$ cat config.mk
export PLATFORM = sky130hd
export DESIGN_NAME = bus_drive_arbiter_flat
export DESIGN_NICKNAME = d
export VERILOG_FILES = /design/src/rtl/bus_drive_arbiter_pkg.sv /design/src/rtl/bus_drive_arbiter_if.sv /design/src/rtl/bus_drive_arbiter_rr_pick.sv /design/src/rtl/bus_drive_arbiter.sv /design/src/flat_wrapper.sv
export SDC_FILE = /design/constraint.sdc
export NUM_CORES = 1
export LEC_CHECK = 0
export BUFFER_PORTS_ARGS = -buffer_cell sky130_fd_sc_hd__buf_2
export CORE_MARGIN = 8
export CORE_UTILIZATION = 51
export CTS_BUF_LIST = sky130_fd_sc_hd__clkbuf_8
export CTS_CLUSTER_SIZE = 40
export DETAILED_ROUTE_END_ITERATION = 8
export PLACE_DENSITY = 0.73
export SLEW_MARGIN = 10
export SYNTH_ARGS = -nofsm -noshare
export SYNTH_HDL_FRONTEND = slang
export SYNTH_HIERARCHICAL = 1
export SYNTH_SLANG_ARGS = --single-unit
$ cat constraint.sdc
create_clock -name clk -period 2.6 [get_ports clk]
set_input_delay 0 -clock clk [delete_from_list [all_inputs] [get_ports clk]]
set_output_delay 0 -clock clk [all_outputs]
set_load 0.01 [all_outputs]
$ cat src/rtl/bus_drive_arbiter_pkg.sv
//==============================================================
// bus_arb_pkg : shared state encodings and defaults for the bus drive arbiter
// Revision 1.0
//==============================================================
`default_nettype none

package bus_arb_pkg;

   typedef enum logic [1:0] {
      ST_IDLE = 2'd0,
      ST_OWN  = 2'd1,
      ST_TURN = 2'd2
   } state_t;

   localparam int DEF_NUM_REQ    = 4;
   localparam int DEF_TURNAROUND = 1;
   localparam int DEF_MAX_HOLD   = 16;

   // Counter width able to hold 0..n-1, never narrower than one bit.
   function automatic int cnt_w(input int n);
      return (n > 1) ? $clog2(n) : 1;
   endfunction

endpackage

`default_nettype wire

$ cat src/rtl/bus_drive_arbiter_if.sv
//==============================================================
// bus_drive_arbiter_if : request/enable bundle between bus sources and arbiter
// Revision 1.0
//==============================================================
`default_nettype none

interface bus_drive_arbiter_if
   import bus_arb_pkg::*;
#(
   parameter int NUM_REQ = DEF_NUM_REQ,
   parameter int ID_W    = $clog2(NUM_REQ)
);

   logic [NUM_REQ-1:0] req;
   logic [NUM_REQ-1:0] drive_en;
   logic [ID_W-1:0]    grant_id;
   logic               grant_valid;
   logic               bus_turn;
   logic               preempt;

   modport master (
      input  req,
      output drive_en, grant_id, grant_valid, bus_turn, preempt
   );

   modport slave (
      output req,
      input  drive_en, grant_id, grant_valid, bus_turn, preempt
   );

endinterface

`default_nettype wire

$ cat src/rtl/bus_drive_arbiter_rr_pick.sv
//==============================================================
// rr_pick : first set request scanning upward from rr_ptr, wrapping
// Revision 1.0
//==============================================================
`default_nettype none

module rr_pick
   import bus_arb_pkg::*;
#(
   parameter int NUM_REQ = DEF_NUM_REQ,
   parameter int ID_W    = $clog2(NUM_REQ)
) (
   input  logic [NUM_REQ-1:0] req,
   input  logic [ID_W-1:0]    rr_ptr,
   output logic [ID_W-1:0]    winner,
   output logic               any_req
);

   logic [ID_W-1:0] sel;

   // Scan offsets high to low so the smallest offset from rr_ptr wins last.
   always_comb begin
      winner  = '0;
      sel     = '0;
      any_req = |req;
      for (int off = NUM_REQ - 1; off >= 0; off--) begin
         sel = ID_W'((int'(rr_ptr) + off) % NUM_REQ);
         if (req[sel]) winner = sel;
      end
   end

endmodule

`default_nettype wire

$ cat src/rtl/bus_drive_arbiter.sv
//==============================================================
// bus_drive_arbiter : round-robin tristate enable sequencer with turnaround and hold limit
// Revision 1.0
//==============================================================
`default_nettype none

module bus_drive_arbiter
   import bus_arb_pkg::*;
#(
   parameter int NUM_REQ    = DEF_NUM_REQ,
   parameter int TURNAROUND = DEF_TURNAROUND,
   parameter int MAX_HOLD   = DEF_MAX_HOLD,
   parameter int ID_W       = $clog2(NUM_REQ)
) (
   input  logic               clk,
   input  logic               reset_n,
   bus_drive_arbiter_if.master bus
);

   localparam int HOLD_W = cnt_w(MAX_HOLD);
   localparam int TURN_W = cnt_w(TURNAROUND);
   localparam logic [HOLD_W-1:0] HOLD_LAST = HOLD_W'(MAX_HOLD - 1);
   localparam logic [TURN_W-1:0] TURN_LAST = TURN_W'(TURNAROUND - 1);

   state_t              state;
   logic [ID_W-1:0]     rr_ptr;
   logic [TURN_W-1:0]   turn_cnt;
   logic [HOLD_W-1:0]   hold_cnt;
   logic [NUM_REQ-1:0]  drive_en;
   logic [ID_W-1:0]     grant_id;
   logic                grant_valid;
   logic                bus_turn;
   logic                preempt;

   logic [ID_W-1:0]     winner;
   logic                any_req;
   logic [ID_W-1:0]     next_ptr;
   logic [NUM_REQ-1:0]  grant_vec;
   logic                owner_req;
   logic                others_req;
   logic                forced;

   rr_pick #(
      .NUM_REQ (NUM_REQ),
      .ID_W    (ID_W)
   ) u_rr_pick (
      .req     (bus.req),
      .rr_ptr  (rr_ptr),
      .winner  (winner),
      .any_req (any_req)
   );

   assign next_ptr   = (winner == ID_W'(NUM_REQ - 1)) ? '0 : winner + ID_W'(1);
   assign grant_vec  = NUM_REQ'(1) << winner;
   // drive_en is one-hot while owning, so it doubles as the owner mask.
   assign owner_req  = |(bus.req & drive_en);
   assign others_req = |(bus.req & ~drive_en);
   assign forced     = (hold_cnt == HOLD_LAST) && others_req;

   always_ff @(posedge clk or negedge reset_n) begin
      if (!reset_n) begin
         state       <= ST_IDLE;
         rr_ptr      <= '0;
         turn_cnt    <= '0;
         hold_cnt    <= '0;
         drive_en    <= '0;
         grant_id    <= '0;
         grant_valid <= 1'b0;
         bus_turn    <= 1'b0;
         preempt     <= 1'b0;
      end else begin
         preempt <= 1'b0;
         case (state)
            ST_IDLE: begin
               if (any_req) begin
                  state       <= ST_OWN;
                  drive_en    <= grant_vec;
                  grant_id    <= winner;
                  grant_valid <= 1'b1;
                  hold_cnt    <= '0;
                  rr_ptr      <= next_ptr;
               end
            end
            ST_OWN: begin
               if (!owner_req || forced) begin
                  state       <= ST_TURN;
                  drive_en    <= '0;
                  grant_valid <= 1'b0;
                  bus_turn    <= 1'b1;
                  turn_cnt    <= TURN_LAST;
                  // A release the owner asked for is not a preemption.
                  preempt     <= owner_req;
               end else if (hold_cnt != HOLD_LAST) begin
                  hold_cnt <= hold_cnt + HOLD_W'(1);
               end
            end
            ST_TURN: begin
               if (turn_cnt == '0) begin
                  bus_turn <= 1'b0;
                  if (any_req) begin
                     state       <= ST_OWN;
                     drive_en    <= grant_vec;
                     grant_id    <= winner;
                     grant_valid <= 1'b1;
                     hold_cnt    <= '0;
                     rr_ptr      <= next_ptr;
                  end else begin
                     state    <= ST_IDLE;
                     grant_id <= '0;
                  end
               end else begin
                  turn_cnt <= turn_cnt - TURN_W'(1);
               end
            end
            default: state <= ST_IDLE;
         endcase
      end
   end

   assign bus.drive_en    = drive_en;
   assign bus.grant_id    = grant_id;
   assign bus.grant_valid = grant_valid;
   assign bus.bus_turn    = bus_turn;
   assign bus.preempt     = preempt;

endmodule

`default_nettype wire
$ cat src/flat_wrapper.sv
// flat-port wrapper written by rule: the top's interface ports become plain ports
module bus_drive_arbiter_flat import bus_arb_pkg::*;
#(
   parameter int NUM_REQ    = DEF_NUM_REQ,
   parameter int TURNAROUND = DEF_TURNAROUND,
   parameter int MAX_HOLD   = DEF_MAX_HOLD,
   parameter int ID_W       = $clog2(NUM_REQ)
)
  (clk, reset_n, bus_req, bus_drive_en, bus_grant_id, bus_grant_valid, bus_bus_turn, bus_preempt);
  bus_drive_arbiter_if #(.NUM_REQ(NUM_REQ), .ID_W(ID_W)) bus_i ();
  input  logic clk;
  input  logic reset_n;
  input wire logic [$bits(bus_i.req)-1:0] bus_req;
  output wire logic [$bits(bus_i.drive_en)-1:0] bus_drive_en;
  output wire logic [$bits(bus_i.grant_id)-1:0] bus_grant_id;
  output wire logic [$bits(bus_i.grant_valid)-1:0] bus_grant_valid;
  output wire logic [$bits(bus_i.bus_turn)-1:0] bus_bus_turn;
  output wire logic [$bits(bus_i.preempt)-1:0] bus_preempt;
  assign bus_i.req = bus_req;
  assign bus_drive_en = bus_i.drive_en;
  assign bus_grant_id = bus_i.grant_id;
  assign bus_grant_valid = bus_i.grant_valid;
  assign bus_bus_turn = bus_i.bus_turn;
  assign bus_preempt = bus_i.preempt;
  bus_drive_arbiter #(.NUM_REQ(NUM_REQ), .TURNAROUND(TURNAROUND), .MAX_HOLD(MAX_HOLD), .ID_W(ID_W)) u_core (.clk(clk), .reset_n(reset_n), .bus(bus_i));
endmodule
# Word-level counts from Yosys, hierarchy flattened
# Index checks and enable logic that the tools add are counted.
totals:
  reg_bits: 18
  in_bits: 6
  wordCells: 95
  output_inout_bits: 9
op_classes:
  bitwise_logic: 3
  muxes: 45
  shift: 1
  n_addsub: 6
  reduce_logical: 17
  n_eq_ne: 10
  order_cmp: 4
ops:
  columns: ["operator", "n"]
  rows:
  - ["$mux 4", 7]
  - ["$mux 2", 13]
  - ["$pmux 4 s3", 2]
  - ["$mux 1", 13]
  - ["$lt 2x3->1 const B", 4]
  - ["$reduce_and 3->1", 4]
  - ["$reduce_or 4->1", 3]
  - ["$and 4x4->4", 2]
  - ["$bmux 1 s2", 4]
  - ["$pmux 2 s2", 2]
  - ["$ne 2x1->1 const B", 3]
  - ["$pmux 2 s3", 1]
  - ["$add 2x1->2 const B", 2]
  - ["$add 2x2->2 const B", 2]
  - ["$add 4x1->4 const B", 1]
  - ["$eq 2x2->1 const B", 2]
  - ["$eq 4x4->1 const B", 1]
  - ["$ne 2x2->1 const B", 2]
  - ["$ne 4x4->1 const B", 1]
  - ["$not 4->4", 1]
  - ["$pmux 1 s2", 2]
  - ["$reduce_and 2->1", 2]
  - ["$reduce_and 4->1", 1]
  - ["$reduce_bool 2->1", 2]
  - ["other kinds (9)", 9]

# Longest topological paths before layout
# Gate-level depths: netlist of the first run.
logic_depth:
  word_depth: 12
  mapped_depth: 7
  ltp_nobuf: 7

# By module
# The synthesis of the first run kept the hierarchy.
modules_own_cells:
  columns: ["module", "n_inst", "cells_per_inst", "area_each_um2", "seq_area_each_um2"]
  rows:
  - ["bus_drive_arbiter", 1, 80, 822.0, 425.4]
  - ["rr_pick", 1, 13, 77.6, 0.0]

# Least setup slack after synthesis of the first run
# OpenSTA, ideal clock, no wires.
synth_timing:
  kind: "register to register"
  startpoint: "register u_core.rr_ptr[1]"
  endpoint: "register u_core.rr_ptr[1]"
  setup_slack_ns: 1.149
  period_less_slack_ns: 1.451
  setup_time_ns: 0.117
  n_path_buf: 0
  arrival_time_ns: 1.334
  required_time_ns: 2.483
  path_stages_with_launch: 7
  path_cell_list: "dfrtp_1 > mux2i_1 > a211oi_2 > inv_1 > ha_1 > nand2_1 > nand2_1"
synth_via:
  elab_chain_len: 12
  elab_cells_between_ends: 21
  cone_classes: "add/sub (4); eq/ne (1); mux (16)"
synth_lines:
  columns: ["item", "line", "source"]
  rows:
  - ["start, declared", "bus_drive_arbiter.sv:26", "logic [ID_W-1:0] rr_ptr;"]
  - ["start signal, assigned", "bus_drive_arbiter.sv:81", "rr_ptr <= next_ptr;"]
  - ["start signal, assigned", "bus_drive_arbiter.sv:106", "rr_ptr <= next_ptr;"]
  - ["$add 2x2->2", "bus_drive_arbiter_rr_pick.sv:27", "sel = ID_W'((int'(rr_ptr) + off) % NUM_REQ);"]
  - ["$bmux 1 s2", "bus_drive_arbiter_rr_pick.sv:28", "if (req[sel]) winner = sel;"]
  - ["$mux 1 (not written as such)", "bus_drive_arbiter_rr_pick.sv:28", null]
  - ["$mux 2 (3 in series)", "bus_drive_arbiter_rr_pick.sv:28", null]
  - ["$mux 2 (*)", "bus_drive_arbiter_rr_pick.sv:28", null]
  - ["net u_core.winner[0]", "bus_drive_arbiter.sv:35", "logic [ID_W-1:0] winner;"]
  - ["$add 2x1->2 or $eq 2x2->1 (tied branches)", "bus_drive_arbiter.sv:53", "assign next_ptr = (winner == ID_W'(NUM_REQ - 1)) ? '0 : winner + ID_W'(1);"]
  - ["$mux 2 (*)", "bus_drive_arbiter.sv:53", null]
  - ["net u_core.next_ptr[1]", "bus_drive_arbiter.sv:37", "logic [ID_W-1:0] next_ptr;"]
  - ["$mux 2 (*)", "bus_drive_arbiter.sv:75, bus_drive_arbiter.sv:100", null]
  - ["$mux 2", "bus_drive_arbiter.sv:98", "if (turn_cnt == '0) begin"]
  - ["$pmux 2 s2 (*)", "bus_drive_arbiter.sv:73", "case (state)"]
# Mark *: on every way through the listed nets, which the timed path passes. The rest lies on a longest branch. The select of a mux whose other input is x is not followed.
# A chain may end at the register's enable or synchronous reset.

# Final worst setup path of the first run
# Ends and elaborated chain as after synthesis.

==> results.md, run 1 <==
- Run status: finished clean
- Main area contributors after synthesis: dfrtp_1, nand2_1, ha_1
- Chip height: between 50 and 60 um
- Share of cells above drive strength 1: 19.8%
- Most frequent cell after synthesis: nand2_1
- Worst min-delay path category: in -> async
- Vias in the first global route: 711
- Total GRT Usage: roughly 12%
- Cell count after synthesis: 93
- WS Path Type: reg -> reg
- Endpoints failing setup: 0
- Fin area: approximately 1000 um2
- Final wirelength: between 1500 and 2000 um
- PwrDens: around 1000 nW/um2
- Routed vias/inst: around 5.6
- Overflow after GRT: 0
- FFs w/ async S/R, synth: 100%
- DR WL/cell: about 15 um
- Met2 usage: 18.0%
- Die area: approximately 3400 um2
- Synth Area in Adders: between 6 and 7%
- CP arrival: about 1.8 ns
- Fin cells: 128
- Remaining antenna violation count: 0
- CTS Root Cell: clkbuf_8
- Worst skew pair latency: between 0.2 and 0.3 ns
- CTS tree: done
- Row Count: 15
- Setup slack, reg-to-reg: 0.97 ns
- Slowest stage delay, CP: 0.44 ns
- Area Growth Syn to Fin: 16.0%
- Normalized max-slew margin: about 67%
- I/O pin count: 15
- Critical path's slowest cell: dfrtp_1
- Setup TNS: 0 ns
- First-pass DRT Iterations: 4
- Synth Area in Simple Gates: 20.9%
- Initial DRC count: 4
- Skew final: around 0.0014 ns
- Post-synthesis mux area share: about 3.3%
- Fmax: a little over 600 MHz
- CTS Buf Count: 3
- # DRC: 0
- RSZ-0062 raised after global routing: no
- Crit share post-route: 62.8%
- Initial Utilization: between 50% and 60%
- Endpoint class of the critical path: flip-flop
- Largest family of logic cells by synthesized area: simple AND/OR/NAND/NOR gates
- Largest net degree at the start of global routing: 18
- CP required: 2.75 ns
- Mapped cell area: approximately 900 um2
- Placed cells: ~120
- Synth Area per Inst: roughly 9.7 um2
- DP Worst Slack: ~1.0 ns
- Worst-Margin Slew: between 0.4 and 0.5 ns
- Tmin final: between 1.5 and 2 ns
- Ys flop type: dfrtp_1
- Nets: roughly 120
- Final setup margin: between 0.9 and 1 ns
- Hold slack: between 0.15 and 0.2 ns
- Most frequent cells after synthesis: nand2_1, dfrtp_1, nor2_1
- CTS clk-pin slew, worst paths: about 0.070 ns
- Pwr Total: 1.09 mW
- CP max FO: 6
- Post-synthesis register bit count: 17
- GPL Wtd Cong: 0.747
- Unique masters post-synth: 24
- TritonCTS Sinks: 17
- Cell mode on critical path: nand2_1
- Layout fillers: approximately 150
- Most Used Layer, Global Route: met2
- Synth Area in XOR/XNOR: 0%
- H-tree depth: 1
- Max-Cap Viols: 0
- Post-DP Area: 987 um2
- Syn nets: approximately 100
- GRT met1 Usage: ~15%
- Pleak: approximately 0.51 nW
- Largest area contributor in the netlist: dfrtp_1
- Diodes inserted: 0
- Register area share after synthesis: approximately 47%
- Post-CTS Setup Bufs: 0
- Port Buffers: 14
- HPWL Detailed: approximately 1400 um
- Slew Limit Fails: 0
- Synth warn: 6
- Clock Path Buffers: 2
- Post-layout util: about three fifths
- Synth Area in Compound Gates: between 10% and 20%
- Met3 usage in global routing: 5.52%
- First-pass GRT wire length: 3190 um
- Core area: approximately 1700 um2
- Initial antenna violation count: 0
- Sequence of cells on the critical path: mux2i_1 > a211oi_2 > inv_1 > ha_1 > nand2_1 > nand2_1
- Via Count: roughly 700
- Share of the synthesized area in the top cell type: between 40% and 50%
- Worst vdd ir: around 0.63 mV
- Worst setup SP type: flip-flop
- Fin. Hold Viols: 0
- Number of flops mapped to enable cells by yosys: 0
- Width of the die: 58 um
[cell usage in the layout (no fill, tap or decap), drive strengths merged]
cell type	count
a21oi	2
o21ai	8
mux2i	3
o21bai	1
o311ai	1
clkbuf	3
clkinv	1
a211oi	3
buf	14
nand2b	5
dlygate4sd3	1
nor2b	5
o41ai	1
o31ai	2
nor3b	1
nand2	21
nand4	1
dfrtp	17
a21o	2
and3	1
inv	4
ha	5
a22oi	2
nor2	7
[where the power goes]
part | internal, mW | switching (mW) | leakage [nW]
registers | 0.361 | 0.0771 | 0.217
clock network | 0.107 | 0.0932 | 0.0255
logic | 0.175 | 0.279 | 0.267
[critical path, delay by kind of cell, from the launching register on]
kind,cells,cell delay [ns]
adders and majority gates,1,0.33
and+or+nand+nor,2,0.11
AOI/OAI and AO/OA,1,0.35
DFF,1,0.44
muxes,1,0.15
buffers and inverters,1,0.15
[layer usage]
metal / vias to the layer above / share of wire (%)
li1: 355 / -
met5: - / 0
met4: 0 / 2.0
met2: 21 / 44
met1: 340 / 47
met3: 4 / 7.3
[layout make-up]
class | count | area, um2 | share of cell area [%]
clock buffers | 3 | 41.3 | 3.96
clock inverters | 1 | 5.00 | 0.480
inverters | 4 | 15.0 | 1.44
multi-input cells | 71 | 455 | 43.6
flip-flops and latches | 17 | 425 | 40.8
well taps | 17 | 21.3 | 2.04
repair buffers | 15 | 80.1 | 7.67
[worst paths after layout]
kind / end / depth (start not counted) / startpoint
min: u_core/bus.grant_id[0]$_DFFE_PN0P_ / 2 / reset_n
max reg2reg: u_core/rr_ptr[1]$_DFFE_PN0P_ / 6 / u_core/rr_ptr[1]$_DFFE_PN0P_
min in group clk: u_core/bus.grant_id[0]$_DFFE_PN0P_ / 4 / bus_req[0]
max in group asynchronous: u_core/bus.drive_en[2]$_DFFE_PN0P_ / 2 / reset_n
max: u_core/rr_ptr[1]$_DFFE_PN0P_ / 6 / u_core/rr_ptr[1]$_DFFE_PN0P_
min reg2reg: u_core/bus.grant_id[0]$_DFFE_PN0P_ / 2 / u_core/bus.grant_id[0]$_DFFE_PN0P_
[flip-flops by register name, indices dropped and copies added, names as in the netlist]
signal and cells:
u_core/bus.preempt 1, u_core/state 2, u_core/hold_cnt 4, u_core/bus.grant_valid 1, u_core/rr_ptr 2, u_core/bus.drive_en 4, u_core/bus.grant_id 2, u_core/bus.bus_turn 1
[cell families after synthesis]
family	after synthesis
AND/OR/NAND/NOR	41
AO/OA/AOI/OAI	22
flip-flops	17
buffers and inverters	5
adder cells (fa/ha/maj)	5
multiplexers	3
[what timing repair did]
action,CTS,global route
setup endpoints to repair,0,0
hold buffers,1,0
resized for setup,0,0
hold endpoints to repair,17,0
No activity file was read; power rests on OpenSTA's default activity.
==> run 2, diff against run 1 <==
Settings changed: PLACE_DENSITY 0.73 to 0.76.
Clock period 2.6 ns to 1.44 ns, I/O delays scaled along.
==> run 2 against run 1 <==
  * The flow now finishes with violations (negative setup slack)
  * Wire length grew 12%
  * Clock power grew 79%
  * Setup slack lost 1.0 ns
  * Clock skew is essentially flat
  * Sequential cell count is the same
  * Power grew 120%
  * Sequential share of layout area shrank 6.5 points
  * Combinational power grew to 2.7 times the previous value
  * Final cell count grew 7.8%
  * First-iteration DRC count grew to 7.3 times the previous value
  * Hold slack gained 0.0034 ns
  * Core utilization grew 12 points
==> results.md, run 2 (synthesized netlist as in run 1, its figures left out) <==
- Max-Cap Viols: 0
- Total GRT Usage: around an eighth
- Worst min-delay path category: in -> async
- Failing checks: negative setup slack
- Die area: between 3000 and 4000 um2
- CTS clk-pin slew, worst paths: about 0.060 ns
- Commonest non-fill, non-tap cell in the layout: nand2_1
- CTS Root Cell: clkbuf_8
- Worst-case reg-to-reg path depth: 6
- Multi-input gate area: between 500 and 600 um2
- Worst skew pair latency: about 0.25 ns
- Diodes inserted: 0
- WL met3: about 170 um
- Share of cells above drive strength 1: between 40% and 50%
- Port Buffers: 14
- Core area: between 1500 and 2000 um2
- Final wirelength: ~2100 um
- Pint: between 1 and 1.5 mW
- Fin area: approximately 1200 um2
- Worst-Margin Slew: 0.565 ns
- Chip height: a little under 60 um
- Sw Ratio: 41.5%
- Final setup margin: -0.0815 ns
- Routed vias/inst: around 5.6
- Initial antenna violation count: 0
- Comb pwr share: ~52%
- Worst r2r dst: u_core/rr_ptr[0]$_DFFE_PN0P_
- Setup slack, reg-to-reg: -0.08 ns
- Endpoints failing setup: 5
- Remaining antenna violation count: 0
- Skew final: 0.00132 ns
- Reg power frac: roughly a third
- Met2 wire len: between 900 and 1000 um
- Area Growth Syn to Fin: 38.4%
- Clock Path Buffers: 2
- Fin. Hold Viols: 0
- Regs by FF count: u_core/bus.drive_en: 4 flops, u_core/hold_cnt: 4 flops
- Endpoint class of the critical path: flip-flop
- Crit share post-route: 106%
- H-tree depth: 1
- Run status: finished, violations left
- Initial DRC count: 29
- First-pass DRT Iterations: 4
- Largest net degree at the start of global routing: 18
- CTS tree: done
- Clock power frac: between 10% and 20%
- CP max FO: 5
- Sequence of cells on the critical path: buf_6 > a211oi_2 > nor2_2 > buf_4 > ha_4 > o31ai_2
- PwrDens: roughly 1900 nW/um2
- Overflow after GRT: 0
- Top sig layer: met4
- CP arrival: around 1.7 ns
- Met1 WL: roughly 960 um
- Nets: ~130
- Width of the die: 58 um
- WS Path Type: reg -> reg
- DR WL/cell: ~15 um
- Reg2reg start: u_core/rr_ptr[1]$_DFFE_PN0P_
- HPWL Detailed: around 1400 um
- RSZ-0062 raised after global routing: yes
- First-pass GRT wire length: ~3400 um
- Slowest stage delay, CP: approximately 0.45 ns
- Pleak: 0.565 nW
- Vias in the first global route: about 800
- Tmin final: between 1.5 and 2 ns
- GPL Wtd Cong: slightly below 0.8
- Slew Limit Fails: 0
- Fmax: around 660 MHz
- CP required: ~1.6 ns
- Sequential standard cell area: between 400 and 500 um2
- Worst vdd ir: ~1.3 mV
- Via Count: 774
- Layout fillers: roughly 120
- Post-DP Area: between 1000 and 1500 um2
- Psw: roughly 1 mW
- Hold slack: about 0.19 ns
- # DRC: 0
- Worst setup SP type: flip-flop
- I/O pin count: 15
- Row Count: 15
- Normalized max-slew margin: between 60% and 70%
- Initial Utilization: between 50% and 60%
- TritonCTS Sinks: 17
- CTS Buf Count: 3
- Most frequent cells in the layout: nand2_1, dfrtp_1, buf_2, buf_4
- Post-layout util: between 70% and 80%
- Critical path's slowest cell: dfrtp_2
- Pwr Total: 2.41 mW
-- run 2: changes by cell type in the layout (fill, tap and decap cells not counted), moves of 2 or more --
cell	previous run	this run
buf_4	0	8
ha_4	0	4
buf_6	0	2
nand2_1	21	19
a21oi_4	0	2
inv_1	4	2
ha_1	5	0
nand2_2	0	2
inv_2	0	2
-- run 2: repair_timing --
| action | CTS | global route |
|---|---|---|
| resized for setup | 3 | 23 |
| hold buffers | 1 | 0 |
| endpoints found under the setup margin | 6 | 13 |
| setup buffers | 3 | 2 |
| pin swaps | 1 | 10 |
| hold endpoints to repair | 17 | 0 |
-- run 2: final cells by class --
cell class | count | area share [%]
Clock inverter | 1 | 0.402
Inverter | 4 | 1.21
Multi-Input combinational cell | 71 | 46.0
Timing Repair Buffer | 25 | 13.1
Clock buffer | 3 | 3.32
Tap cell | 17 | 1.71
Sequential cell | 17 | 34.3
-- run 2: worst max path at each step --
stage / startpoint / slack [ns] / cells past startpoint / endpoint
6_report: u_core/rr_ptr[1]$_DFFE_PN0P_ / -0.08 / 6 / u_core/rr_ptr[0]$_DFFE_PN0P_
5_1_grt: u_core/rr_ptr[1]$_DFFE_PN0P_ / -0.15 / 6 / u_core/rr_ptr[1]$_DFFE_PN0P_
4_1_cts: u_core/rr_ptr[1]$_DFFE_PN0P_ / -0.07 / 7 / u_core/rr_ptr[1]$_DFFE_PN0P_
3_5_place_dp: u_core/rr_ptr[1]$_DFFE_PN0P_ / -0.11 / 7 / u_core/rr_ptr[1]$_DFFE_PN0P_
3_3_place_gp: u_core/rr_ptr[1]$_DFFE_PN0P_ / -0.03 / 6 / u_core/rr_ptr[1]$_DFFE_PN0P_
2_1_floorplan: u_core/hold_cnt[0]$_DFFE_PN0P_ / 0.02 / 5 / u_core/hold_cnt[3]$_DFFE_PN0P_
-- run 2: routing by layer --
layer,GRT usage (%),up-vias
met4,8.04,0
li1,-,372
met1,15.1,374
met5,0,-
met3,5.52,5
met2,20.1,23
-- run 2: power by group through the flow --
stage / clock network [mW] / registers [mW] / logic [mW]
final: 0.358 / 0.807 / 1.24
after global routing: 0.388 / 0.830 / 1.36
after CTS: 0.374 / 0.791 / 1.01
after detailed placement: 0 / 0.802 / 0.929
after global placement: 0 / 0.787 / 0.904
after floorplan: 0 / 0.825 / 0.553
-- run 2: worst max-delay path, delay by kind of cell, from the launching register on --
kind	cells	cell delay [ns]
flops	1	0.45
compound gates	2	0.43
buf+inv	2	0.28
fa+ha+maj	1	0.15
simple gates	1	0.10
-- run 2: per-stage QoR --
step / instances / setup slack [ns] / setup TNS [ns]
global placement: 129 / -0.0254 / -0.0254
detailed placement: 129 / -0.115 / -0.195
floorplan: 93 / 0.0163 / 0
CTS: 137 / -0.0671 / -0.175
global route: 138 / -0.152 / -0.682
finish: 138 / -0.0815 / -0.260
